`src/rtl/mem_port_arbiter_if.sv`:
```
// Bundle of fetch, load/store and RAM handshake signals for mem_port_arbiter.
// master = requesters plus RAM model side, slave = the arbiter itself.
interface mem_port_arbiter_if;
  logic        if_req;
  logic [31:0] if_addr;
  logic        if_ack;
  logic [31:0] if_rdata;

  logic        ls_req;
  logic        ls_we;
  logic [2:0]  ls_size;
  logic [31:0] ls_addr;
  logic [31:0] ls_wdata;
  logic        ls_ack;
  logic [31:0] ls_rdata;

  logic        ram_start;
  logic [31:0] ram_addr;
  logic [31:0] ram_wdata;
  logic        ram_we;
  logic [2:0]  ram_size;
  logic [31:0] ram_rdata;
  logic        ram_busy;
  logic        ram_done;

  logic        busy;
  logic        err;

  modport master (
    output if_req, if_addr, ls_req, ls_we, ls_size, ls_addr, ls_wdata,
           ram_rdata, ram_busy, ram_done,
    input  if_ack, if_rdata, ls_ack, ls_rdata,
           ram_start, ram_addr, ram_wdata, ram_we, ram_size, busy, err
  );

  modport slave (
    input  if_req, if_addr, ls_req, ls_we, ls_size, ls_addr, ls_wdata,
           ram_rdata, ram_busy, ram_done,
    output if_ack, if_rdata, ls_ack, ls_rdata,
           ram_start, ram_addr, ram_wdata, ram_we, ram_size, busy, err
  );
endinterface

```
`src/rtl/mem_port_arbiter.sv`:
```
// Round-robin arbiter sharing one RAM port between fetch and load/store, one access in flight.
// Optional WAIT timeout with err flag is built only when ARB_TIMEOUT_EN is defined.
module mem_port_arbiter #(
  parameter int unsigned TIMEOUT_CYCLES = 64
) (
  input  logic               clk,
  input  logic               rst,
  mem_port_arbiter_if.slave  bus
);

  // MEM_WORD encoding from opcode.h
  localparam logic [2:0] MemWord = 3'd2;

  typedef enum logic [1:0] {StIdle, StIssue, StWait, StResp} state_e;

  state_e      state_q, state_d;
  logic        gnt_ls_q;  // last/current winner: 1 = LSU
  logic [31:0] addr_q, wdata_q, if_rdata_q, ls_rdata_q;
  logic        we_q;
  logic [2:0]  size_q;

  logic win_any, win_ls, done_ok, timeout;

  assign win_any = bus.if_req | bus.ls_req;
  assign win_ls  = bus.ls_req & (~bus.if_req | ~gnt_ls_q);
  assign done_ok = bus.ram_done & ~bus.ram_busy;

`ifdef ARB_TIMEOUT_EN
  localparam int unsigned CntW = (TIMEOUT_CYCLES > 1) ? $clog2(TIMEOUT_CYCLES) : 1;
  localparam logic [CntW-1:0] CntLast = CntW'(TIMEOUT_CYCLES - 1);

  logic [CntW-1:0] cnt_q;
  logic            err_q;

  assign timeout = (state_q == StWait) & ~done_ok & (cnt_q == CntLast);

  always_ff @(posedge clk or posedge rst) begin
    if (rst) begin
      cnt_q <= '0;
      err_q <= 1'b0;
    end else begin
      if (state_q == StIssue) begin
        cnt_q <= '0;
      end else if (state_q == StWait) begin
        cnt_q <= cnt_q + 1'b1;
      end
      if (state_q == StIdle) begin
        err_q <= 1'b0;
      end else if (timeout) begin
        err_q <= 1'b1;
      end
    end
  end
`else
  assign timeout = 1'b0;
`endif

  always_ff @(posedge clk or posedge rst) begin
    if (rst) begin
      state_q <= StIdle;
    end else begin
      state_q <= state_d;
    end
  end

  always_comb begin
    state_d = state_q;
    unique case (state_q)
      StIdle:  if (win_any) state_d = StIssue;
      StIssue: state_d = StWait;
      StWait:  if (done_ok || timeout) state_d = StResp;
      StResp:  state_d = StIdle;
      default: state_d = StIdle;
    endcase
  end

  always_comb begin
    bus.ram_start = (state_q == StIssue);
    bus.busy      = (state_q != StIdle);
    bus.if_ack    = (state_q == StResp) & ~gnt_ls_q;
    bus.ls_ack    = (state_q == StResp) & gnt_ls_q;
`ifdef ARB_TIMEOUT_EN
    bus.err       = (state_q == StResp) & err_q;
`else
    bus.err       = 1'b0;
`endif
  end

  // Command is latched only on a win, so it stays stable from ISSUE through RESP.
  always_ff @(posedge clk or posedge rst) begin
    if (rst) begin
      gnt_ls_q   <= 1'b1;
      addr_q     <= '0;
      wdata_q    <= '0;
      we_q       <= 1'b0;
      size_q     <= '0;
      if_rdata_q <= '0;
      ls_rdata_q <= '0;
    end else begin
      if (state_q == StIdle && win_any) begin
        gnt_ls_q <= win_ls;
        addr_q   <= win_ls ? bus.ls_addr : bus.if_addr;
        wdata_q  <= win_ls ? bus.ls_wdata : 32'h0;
        we_q     <= win_ls & bus.ls_we;
        size_q   <= win_ls ? bus.ls_size : MemWord;
      end
      if (state_q == StWait) begin
        if (done_ok) begin
          if (!gnt_ls_q) begin
            if_rdata_q <= bus.ram_rdata;
          end else if (!we_q) begin
            ls_rdata_q <= bus.ram_rdata;
          end
        end else if (timeout) begin
          if (!gnt_ls_q) begin
            if_rdata_q <= '0;
          end else begin
            ls_rdata_q <= '0;
          end
        end
      end
    end
  end

  assign bus.ram_addr  = addr_q;
  assign bus.ram_wdata = wdata_q;
  assign bus.ram_we    = we_q;
  assign bus.ram_size  = size_q;
  assign bus.if_rdata  = if_rdata_q;
  assign bus.ls_rdata  = ls_rdata_q;

endmodule

```
`src/flat_wrapper.sv`:
```
// flat-port wrapper written by rule: the top's interface ports become plain ports
module mem_port_arbiter_flat 
#(
  parameter int unsigned TIMEOUT_CYCLES = 64
)
  (clk, rst, bus_if_req, bus_if_addr, bus_ls_req, bus_ls_we, bus_ls_size, bus_ls_addr, bus_ls_wdata, bus_ram_rdata, bus_ram_busy, bus_ram_done, bus_if_ack, bus_if_rdata, bus_ls_ack, bus_ls_rdata, bus_ram_start, bus_ram_addr, bus_ram_wdata, bus_ram_we, bus_ram_size, bus_busy, bus_err);
  mem_port_arbiter_if bus_i ();
  input  logic clk;
  input  logic rst;
  input wire logic [$bits(bus_i.if_req)-1:0] bus_if_req;
  input wire logic [$bits(bus_i.if_addr)-1:0] bus_if_addr;
  input wire logic [$bits(bus_i.ls_req)-1:0] bus_ls_req;
  input wire logic [$bits(bus_i.ls_we)-1:0] bus_ls_we;
  input wire logic [$bits(bus_i.ls_size)-1:0] bus_ls_size;
  input wire logic [$bits(bus_i.ls_addr)-1:0] bus_ls_addr;
  input wire logic [$bits(bus_i.ls_wdata)-1:0] bus_ls_wdata;
  input wire logic [$bits(bus_i.ram_rdata)-1:0] bus_ram_rdata;
  input wire logic [$bits(bus_i.ram_busy)-1:0] bus_ram_busy;
  input wire logic [$bits(bus_i.ram_done)-1:0] bus_ram_done;
  output wire logic [$bits(bus_i.if_ack)-1:0] bus_if_ack;
  output wire logic [$bits(bus_i.if_rdata)-1:0] bus_if_rdata;
  output wire logic [$bits(bus_i.ls_ack)-1:0] bus_ls_ack;
  output wire logic [$bits(bus_i.ls_rdata)-1:0] bus_ls_rdata;
  output wire logic [$bits(bus_i.ram_start)-1:0] bus_ram_start;
  output wire logic [$bits(bus_i.ram_addr)-1:0] bus_ram_addr;
  output wire logic [$bits(bus_i.ram_wdata)-1:0] bus_ram_wdata;
  output wire logic [$bits(bus_i.ram_we)-1:0] bus_ram_we;
  output wire logic [$bits(bus_i.ram_size)-1:0] bus_ram_size;
  output wire logic [$bits(bus_i.busy)-1:0] bus_busy;
  output wire logic [$bits(bus_i.err)-1:0] bus_err;
  assign bus_i.if_req = bus_if_req;
  assign bus_i.if_addr = bus_if_addr;
  assign bus_i.ls_req = bus_ls_req;
  assign bus_i.ls_we = bus_ls_we;
  assign bus_i.ls_size = bus_ls_size;
  assign bus_i.ls_addr = bus_ls_addr;
  assign bus_i.ls_wdata = bus_ls_wdata;
  assign bus_i.ram_rdata = bus_ram_rdata;
  assign bus_i.ram_busy = bus_ram_busy;
  assign bus_i.ram_done = bus_ram_done;
  assign bus_if_ack = bus_i.if_ack;
  assign bus_if_rdata = bus_i.if_rdata;
  assign bus_ls_ack = bus_i.ls_ack;
  assign bus_ls_rdata = bus_i.ls_rdata;
  assign bus_ram_start = bus_i.ram_start;
  assign bus_ram_addr = bus_i.ram_addr;
  assign bus_ram_wdata = bus_i.ram_wdata;
  assign bus_ram_we = bus_i.ram_we;
  assign bus_ram_size = bus_i.ram_size;
  assign bus_busy = bus_i.busy;
  assign bus_err = bus_i.err;
  mem_port_arbiter #(.TIMEOUT_CYCLES(TIMEOUT_CYCLES)) u_core (.clk(clk), .rst(rst), .bus(bus_i));
endmodule
```
`config.mk`:
```
export PLATFORM = sky130hd
export DESIGN_NAME = mem_port_arbiter_flat
export DESIGN_NICKNAME = d
export VERILOG_FILES = /design/src/rtl/mem_port_arbiter_if.sv /design/src/rtl/mem_port_arbiter.sv /design/src/flat_wrapper.sv
export SDC_FILE = /design/constraint.sdc
export NUM_CORES = 1
export LEC_CHECK = 0
export BUFFER_PORTS_ARGS = -buffer_cell sky130_fd_sc_hd__buf_2
export CORE_UTILIZATION = 45
export CTS_BUF_LIST = sky130_fd_sc_hd__clkbuf_16
export CTS_CLUSTER_DIAMETER = 50
export DETAILED_ROUTE_END_ITERATION = 10
export PLACE_DENSITY = 0.84
export SYNTH_ARGS = -nofsm -noshare
export SYNTH_HDL_FRONTEND = slang
export SYNTH_SLANG_ARGS = --single-unit
export TNS_END_PERCENT = 20
```
`constraint.sdc`:
```
create_clock -name clk -period 5.43 [get_ports clk]
set_input_delay 0.8145 -clock clk [delete_from_list [all_inputs] [get_ports clk]]
set_output_delay 0.8145 -clock clk [all_outputs]
set_load 0.02 [all_outputs]
```
Word level (Yosys, flattened, before mapping)
Index checks and enable logic that the tools add are counted.

cells by class
  eq/ne operators = 5
  muxes and demuxes = 6
  bitwise operators = 11
  reductions and logical operators = 6

operators by type and width
  cell                count
  $mux 32             2
  $pmux 2 s4          1
  $and 1x1->1         5
  $eq 2x2->1 const B  2
  $mux 2              2
  $ne 2x1->1 const B  2
  $not 1->1           4
  $reduce_and 4->1    1
  $mux 3              1
  $reduce_and 3->1    1
  $eq 2x1->1 const B  1
  $logic_not 2->1     1
  $or 1x1->1          2
  $reduce_and 2->1    1
  $reduce_bool 2->1   1
  $logic_and 1x1->1   1

storage, ports and cells
  register bits after elaboration = 135
  bits of input ports = 138
  output and inout bits = 137
  logic and storage cells = 36

Depth between registers and ports, before layout
Gate-level depths: netlist (run 1).

  depth in word-level cells = 4
  mapped depth = 7
  depth with buffers taken out = 5

Worst setup path after synthesis (run 1)
Ideal clock, no wire load.

  path type = input-to-reg
  start point = input bus_ram_busy
  end point = register u_core.ls_rdata_q[1] (netlist: u_core.bus.ls_rdata[1])
  library setup time = 125 ps
  arrival time = 1,839 ps
  data required time = 5,305 ps
  setup slack = 3,466 ps
  stages = 4
  buffers on the path = 1
  cell sequence = nand3b_1 nor3b_4 buf_6 mux2_2

on the way
  word-level cells in the longest chain between the ends = 3

RTL lines
  element                            RTL line                 text
  start: declaration                 flat_wrapper.sv:18       input wire logic [$bits(bus_i.ram_busy)-1:0] bus_ram_busy;
  $not 1->1                          mem_port_arbiter.sv:26   assign done_ok = bus.ram_done & ~bus.ram_busy;
  $and 1x1->1                        mem_port_arbiter.sv:26
  $reduce_and 4->1 (no source line)  -
  end signal: assignment             mem_port_arbiter.sv:112  ls_rdata_q <= bus.ram_rdata;
  end: declaration                   mem_port_arbiter.sv:18   logic [31:0] addr_q, wdata_q, if_rdata_q, ls_rdata_q;

Every way passes these cells.
A chain may end at the register's enable or synchronous reset.

Worst setup path after layout (run 1)
  start point = register u_core.state_q[1]
  end point = output bus_busy

on the way
  word-level cells in the longest chain between the ends = 1

RTL lines
  element                   RTL line                text
  start: declaration        mem_port_arbiter.sv:16  state_e state_q, state_d;
  start signal: assignment  mem_port_arbiter.sv:60  state_q <= StIdle;
  start signal: assignment  mem_port_arbiter.sv:62  state_q <= state_d;
  $reduce_bool 2->1         mem_port_arbiter.sv:79  bus.busy = (state_q != StIdle);
  end: declaration          flat_wrapper.sv:29      output wire logic [$bits(bus_i.busy)-1:0] bus_busy;

Every way passes these cells.

==> results_dict.tcl, run 1 <==
set metrics [dict create \
    fin_crit_ns 2.44 \
    antenna_found_initial 0 \
    drive_above_1_share 0.532 \
    synth.distinct_cells 29 \
    finalClockSkew_ns 0.00864 \
    setup_viol_count_final 0 \
    ys_top_cells_by_area "dfrtp_1 63%, mux2_2 12%, a21oi_1 6.0%" \
    p_per_area_nw_per_um2 694 \
    firstDrtPassIters 7 \
    report.final.slew_viol_count 0 \
    clk_path_buf_depth 2 \
    start_util 0.464 \
    num_vias 4384 \
    grt.overflow.total 0 \
    async_flop_share 1.00 \
    grt_setup_unrepaired "no" \
    crit_path_start_kind "flip-flop" \
    grt_max_degree 92 \
    hold_class "reg2reg" \
    fp.coreArea_um2 11500 \
    gp_congestion 0.828 \
    synth_common_cells "134 x dfrtp_1, 64 x a21oi_1, 59 x mux2_2" \
    fin_crit_sh 0.449 \
    cap_violations 0 \
    fin_setup_tns_ns 0 \
    dp_hpwl_um 9790 \
    yosysSeqAreaShare 0.632 \
    yosys_warnings 0 \
    die_w_um 111 \
    grtUsageTotal 0.230 \
    grt_pass1_wl_um 22100 \
    placed_area_um2 6780 \
    p_leak_nw 3.86 \
    cts-root-buf "clkbuf_16" \
    num_antenna_cells 0 \
    nNetsFinal 829 \
    synth_most_common_cell "dfrtp_1" \
    cts.repair.resized 0 \
    ys_seq_elements 135 \
    max_slew_margin 0.223 \
    dieArea_um2 12300 \
    reg2reg_slack_ns 3.15 \
    status "complete, but fails checks" \
    synth_top_cell_by_area "dfrtp_1" \
    synth_edf_count 0 \
    drc 40 \
    postCtsSetupRepairBufs 0 \
    peakVddDrop_v 0.000364 \
    cts_hold_buffers 0 \
    register_area_um2 3380 \
    io_buffers 273 \
    cp-end-kind "primary output" \
    post_drt_wl_per_cell_um 16.4 \
    cts_tree "done" \
    ant_nets 0 \
    multiInputGateArea_um2 1800 \
    crit_type "reg2out" \
    hold_viol 0 \
    avgSynthCellArea_um2 12.8 \
    std_cell_rows 39 \
    clock_sinks 135 \
    via_per_inst 5.21 \
    tightest_slew_ns 1.17 \
    finalInstanceArea_um2 7440 \
    synthFlopType "dfrtp_1" \
    cp_max_fo 6 \
    required_ns 4.62 \
    first_iter_violations 306 \
    area_growth_syn_to_layout_pct 39.2 \
    die_height_um 111 \
    crit_arrival_ns 1.62 \
    syn_area_um2 5350 \
    fillers 862 \
    violations "DRC" \
    fmax_mhz 410 \
    pin_count 275 \
    synth_nets 559 \
    ctsHtreeMaxLevel 4 \
    drt-total-wl_um 13800 \
    clock_latency_ns 0.40 \
    cts_buffers 17 \
    grt_pass1_vias 4524 \
    syn_inst 417 \
    clkSlewWorstSetupHoldPaths_ns 0.06 \
    synth_top_area_frac 0.627 \
]
[critical path, cell delays in order (launching register included)]
cell and delay [ns]:
dfrtp_1 0.41, inv_1 0.10, ha_1 0.38, inv_1 0.15
buf_2 0.19
[area by class of cell]
type                    instances  share of cell area
well taps                     143              0.0240
flip-flops and latches        135               0.454
inverters                       4             0.00269
clock buffers                  17              0.0572
multi-input cells             251               0.242
repair buffers                278               0.189
clock inverters                14              0.0311
[registers in the layout, indices dropped and copies added, names as in the netlist]
register and cells:
u_core.bus.ram_size 3, u_core.bus.ram_addr 32, u_core.bus.ram_wdata 32, u_core.state_q 2, u_core.bus.ls_rdata 32, u_core.bus.if_rdata 32
u_core.gnt_ls_q 1, u_core.bus.ram_we 1
[cells by family after synthesis]
kind of cell / Yosys count / synth area share
AO/OA/AOI/OAI: 106 / 0.128
buffers and inverters: 31 / 0.0330
flip-flops: 135 / 0.632
AND/OR/NAND/NOR: 75 / 0.0595
other: 1 / 0.000702
adder cells (fa/ha/maj): 4 / 0.00936
multiplexers: 65 / 0.137
[final timing paths]
kind / start / depth (start not counted) / to
max: u_core.state_q[1]$_DFFE_PP0P_ / 4 / bus_busy
max in group asynchronous: rst / 3 / u_core.bus.ram_wdata[18]$_DFFE_PP0P_
max reg2reg: u_core.gnt_ls_q$_DFFE_PP1P_ / 3 / u_core.bus.ram_wdata[20]$_DFFE_PP0P_
min reg2reg: u_core.bus.ls_rdata[25]$_DFFE_PP0P_ / 1 / u_core.bus.ls_rdata[25]$_DFFE_PP0P_
min in group asynchronous: rst / 2 / u_core.bus.ram_size[0]$_DFFE_PP0P_
min: u_core.bus.ls_rdata[25]$_DFFE_PP0P_ / 1 / u_core.bus.ls_rdata[25]$_DFFE_PP0P_
[per-layer routing]
metal | share of wire | up-vias | wire (µm) | track usage
li1 | - | 2006 | - | -
met1 | 0.42 | 2115 | 5720 | 0.284
met2 | 0.48 | 236 | 6670 | 0.379
met3 | 0.078 | 27 | 1080 | 0.0547
met4 | 0.023 | 0 | 310 | 0.109
met5 | 0 | - | 0 | 0
[metrics by stage]
| stage | hold slack (ns) | total power [mW] | instances | setup WS [ns] | util |
|---|---|---|---|---|---|
| after floorplan | 0.483 | 3.14 | 417 | 1.01 | - |
| after global placement | 0.464 | 3.81 | 811 | 2.89 | 0.589 |
| after detailed placement | 0.471 | 3.90 | 811 | 2.77 | 0.589 |
| after CTS | 0.484 | 5.20 | 842 | 2.98 | 0.646 |
| after global routing | 0.509 | 5.43 | 842 | 2.89 | 0.646 |
| final | 0.484 | 5.16 | 842 | 2.99 | 0.646 |
[power by group]
| part | leakage [nW] | switching [mW] | total, mW | internal (mW) |
|---|---|---|---|---|
| Combinational | 1.89 | 1.29 | 2.10 | 0.813 |
| Sequential | 1.64 | 0.280 | 1.79 | 1.51 |
| Clock | 0.324 | 0.419 | 1.28 | 0.856 |
[layout by cell type (no fill, tap or decap), types with 2 or more instances in the layout]
cell and count:
buf_2 273, dfrtp_1 134, a21oi_1 64, mux2_2 59
a22o_1 35, nand2_1 35, nor2_1 33, clkbuf_16 17
mux2_1 6, bufinv_16 6, buf_4 5, inv_1 4
ha_1 4, clkinv_4 3, o22a_1 2, inv_6 2
clkinv_1 2
(Power assumes the default switching activity.)
==> inputs of run 2 (changes only) <==
==> constraint.sdc (replaced) <==
create_clock -name clk -period 2.3 [get_ports clk]
set_input_delay 0.345 -clock clk [delete_from_list [all_inputs] [get_ports clk]]
set_output_delay 0.345 -clock clk [all_outputs]
set_load 0.02 [all_outputs]
==> results_dict.tcl, run 2 (synthesis gave the netlist of run 1 again) <==
set metrics [dict create \
    crit_path_start_kind "flip-flop" \
    swShare 0.401 \
    dieArea_um2 12300 \
    grt_max_degree 60 \
    finalClockSkew_ns 0.00506 \
    num_vias 4375 \
    cell_internal_pwr_mw 6.99 \
    fin_crit_sh 0.825 \
    antenna_found_initial 0 \
    finalInstanceArea_um2 7410 \
    drc 40 \
    cts_hold_buffers 0 \
    die_w_um 111 \
    cts-root-buf "clkbuf_16" \
    clk_path_buf_depth 2 \
    crit_arrival_ns 1.55 \
    peakVddDrop_v 0.000760 \
    area_growth_syn_to_layout_pct 38.7 \
    cts_buffers 17 \
    die_height_um 111 \
    fp.coreArea_um2 11500 \
    nNetsFinal 833 \
    fmax_mhz 527 \
    setup_viol_count_final 0 \
    drt-total-wl_um 13700 \
    cts_tree "done" \
    ctsHtreeMaxLevel 4 \
    ant_nets 0 \
    clock_latency_ns 0.41 \
    grt_pass1_wl_um 22300 \
    dp_hpwl_um 10100 \
    std_cell_rows 39 \
    grt_setup_unrepaired "no" \
    crit_type "reg2out" \
    status "complete, but fails checks" \
    firstDrtPassIters 8 \
    start_util 0.464 \
    gp_congestion 0.830 \
    placed_area_um2 6870 \
    final_util 0.644 \
    cap_violations 0 \
    clkSlewWorstSetupHoldPaths_ns 0.06 \
    drive_above_1_share 0.534 \
    layout_commonest_cell "buf_2" \
    max_slew_margin 0.582 \
    p_leak_nw 3.83 \
    combPwrFrac 0.429 \
    num_antenna_cells 0 \
    required_ns 1.96 \
    p_per_area_nw_per_um2 1570 \
    cp_max_fo 6 \
    p_seq_frac 0.362 \
    final_cell_mix "273 x buf_2, 134 x dfrtp_1, 64 x a21oi_1" \
    fin_setup_tns_ns 0 \
    grt.overflow.total 0 \
    hold_viol 0 \
    via_per_inst 5.17 \
    hold_class "in2async" \
    clock_sinks 135 \
    postCtsSetupRepairBufs 0 \
    first_iter_violations 325 \
    io_buffers 273 \
    pin_count 275 \
    fillers 879 \
    grt_pass1_vias 4464 \
    tightest_slew_ns 0.626 \
    clkPwrFrac 0.209 \
    report.final.slew_viol_count 0 \
    violations "DRC" \
    grtUsageTotal 0.235 \
    cp-end-kind "primary output" \
    cts.repair.resized 0 \
    power_switching_mw 4.68 \
    post_drt_wl_per_cell_um 16.1 \
    fin_crit_ns 1.90 \
]
==> run 2: changes by cell type in the layout (fill, tap and decap cells not counted), moves of 3 or more <==
cell        change
bufinv_16       -5
buf_12          +5
clkinv_2        +3
clkinvlp_4      +4
==> run 2: layout make-up <==
cell class / count / area [µm²] / area share
multi-input cells: 251 / 1800 / 0.243
clock buffers: 17 / 425 / 0.0574
flip-flops and latches: 135 / 3380 / 0.456
clock inverters: 15 / 114 / 0.0154
inverters: 4 / 18.8 / 0.00253
repair buffers: 282 / 1500 / 0.202
well taps: 143 / 179 / 0.0241
==> run 2: stage by stage <==
stage,std cells,worst slack (ns),hold WS [ns],power [mW]
4_1_cts,847,0.360,0.0143,11.8
6_report,847,0.403,0.0113,11.7
3_5_place_dp,815,0.454,0.454,9.29
2_1_floorplan,417,0.277,0.471,7.42
3_3_place_gp,815,0.548,0.441,9.06
5_1_grt,847,0.285,0.0376,12.3
==> run 2: power groups by stage <==
stage	Combinational, mW	Sequential [mW]	Clock (mW)
final	5.00	4.23	2.44
after detailed placement	5.05	4.24	0
after floorplan	1.83	5.59	0
after global routing	5.37	4.35	2.61
after CTS	5.05	4.23	2.49
after global placement	4.89	4.18	0
==> run 2: metal layers <==
metal	wire, µm	GRT usage	share of wire	vias up
met2	6940	0.404	0.51	219
met5	0	0	0	-
met1	5390	0.273	0.39	2121
met3	1050	0.0683	0.077	24
li1	-	-	-	2011
met4	292	0.0986	0.021	0
==> run 2: worst max-delay path: stages, from the launching register on <==
cell	delay [ns]
dfrtp_1	0.41
inv_1	0.10
ha_1	0.31
inv_1	0.13
buf_2	0.19
==> run 2: path summary, 6_finish.rpt <==
path / end / from / slack [ns] / cells past startpoint
min in group clk: u_core.bus.ram_wdata[3]$_DFFE_PP0P_ / bus_ls_wdata[3] / 0.15 / 2
min reg2reg: u_core.bus.ls_rdata[25]$_DFFE_PP0P_ / u_core.bus.ls_rdata[25]$_DFFE_PP0P_ / 0.49 / 1
max: bus_busy / u_core.state_q[0]$_DFFE_PP0P_ / 0.40 / 4
max in group asynchronous: u_core.bus.ram_wdata[29]$_DFFE_PP0P_ / rst / 1.59 / 3
min: u_core.bus.if_rdata[15]$_DFFE_PP0P_ / rst / 0.01 / 2
max reg2reg: u_core.bus.ls_rdata[2]$_DFFE_PP0P_ / u_core.state_q[0]$_DFFE_PP0P_ / 0.45 / 6
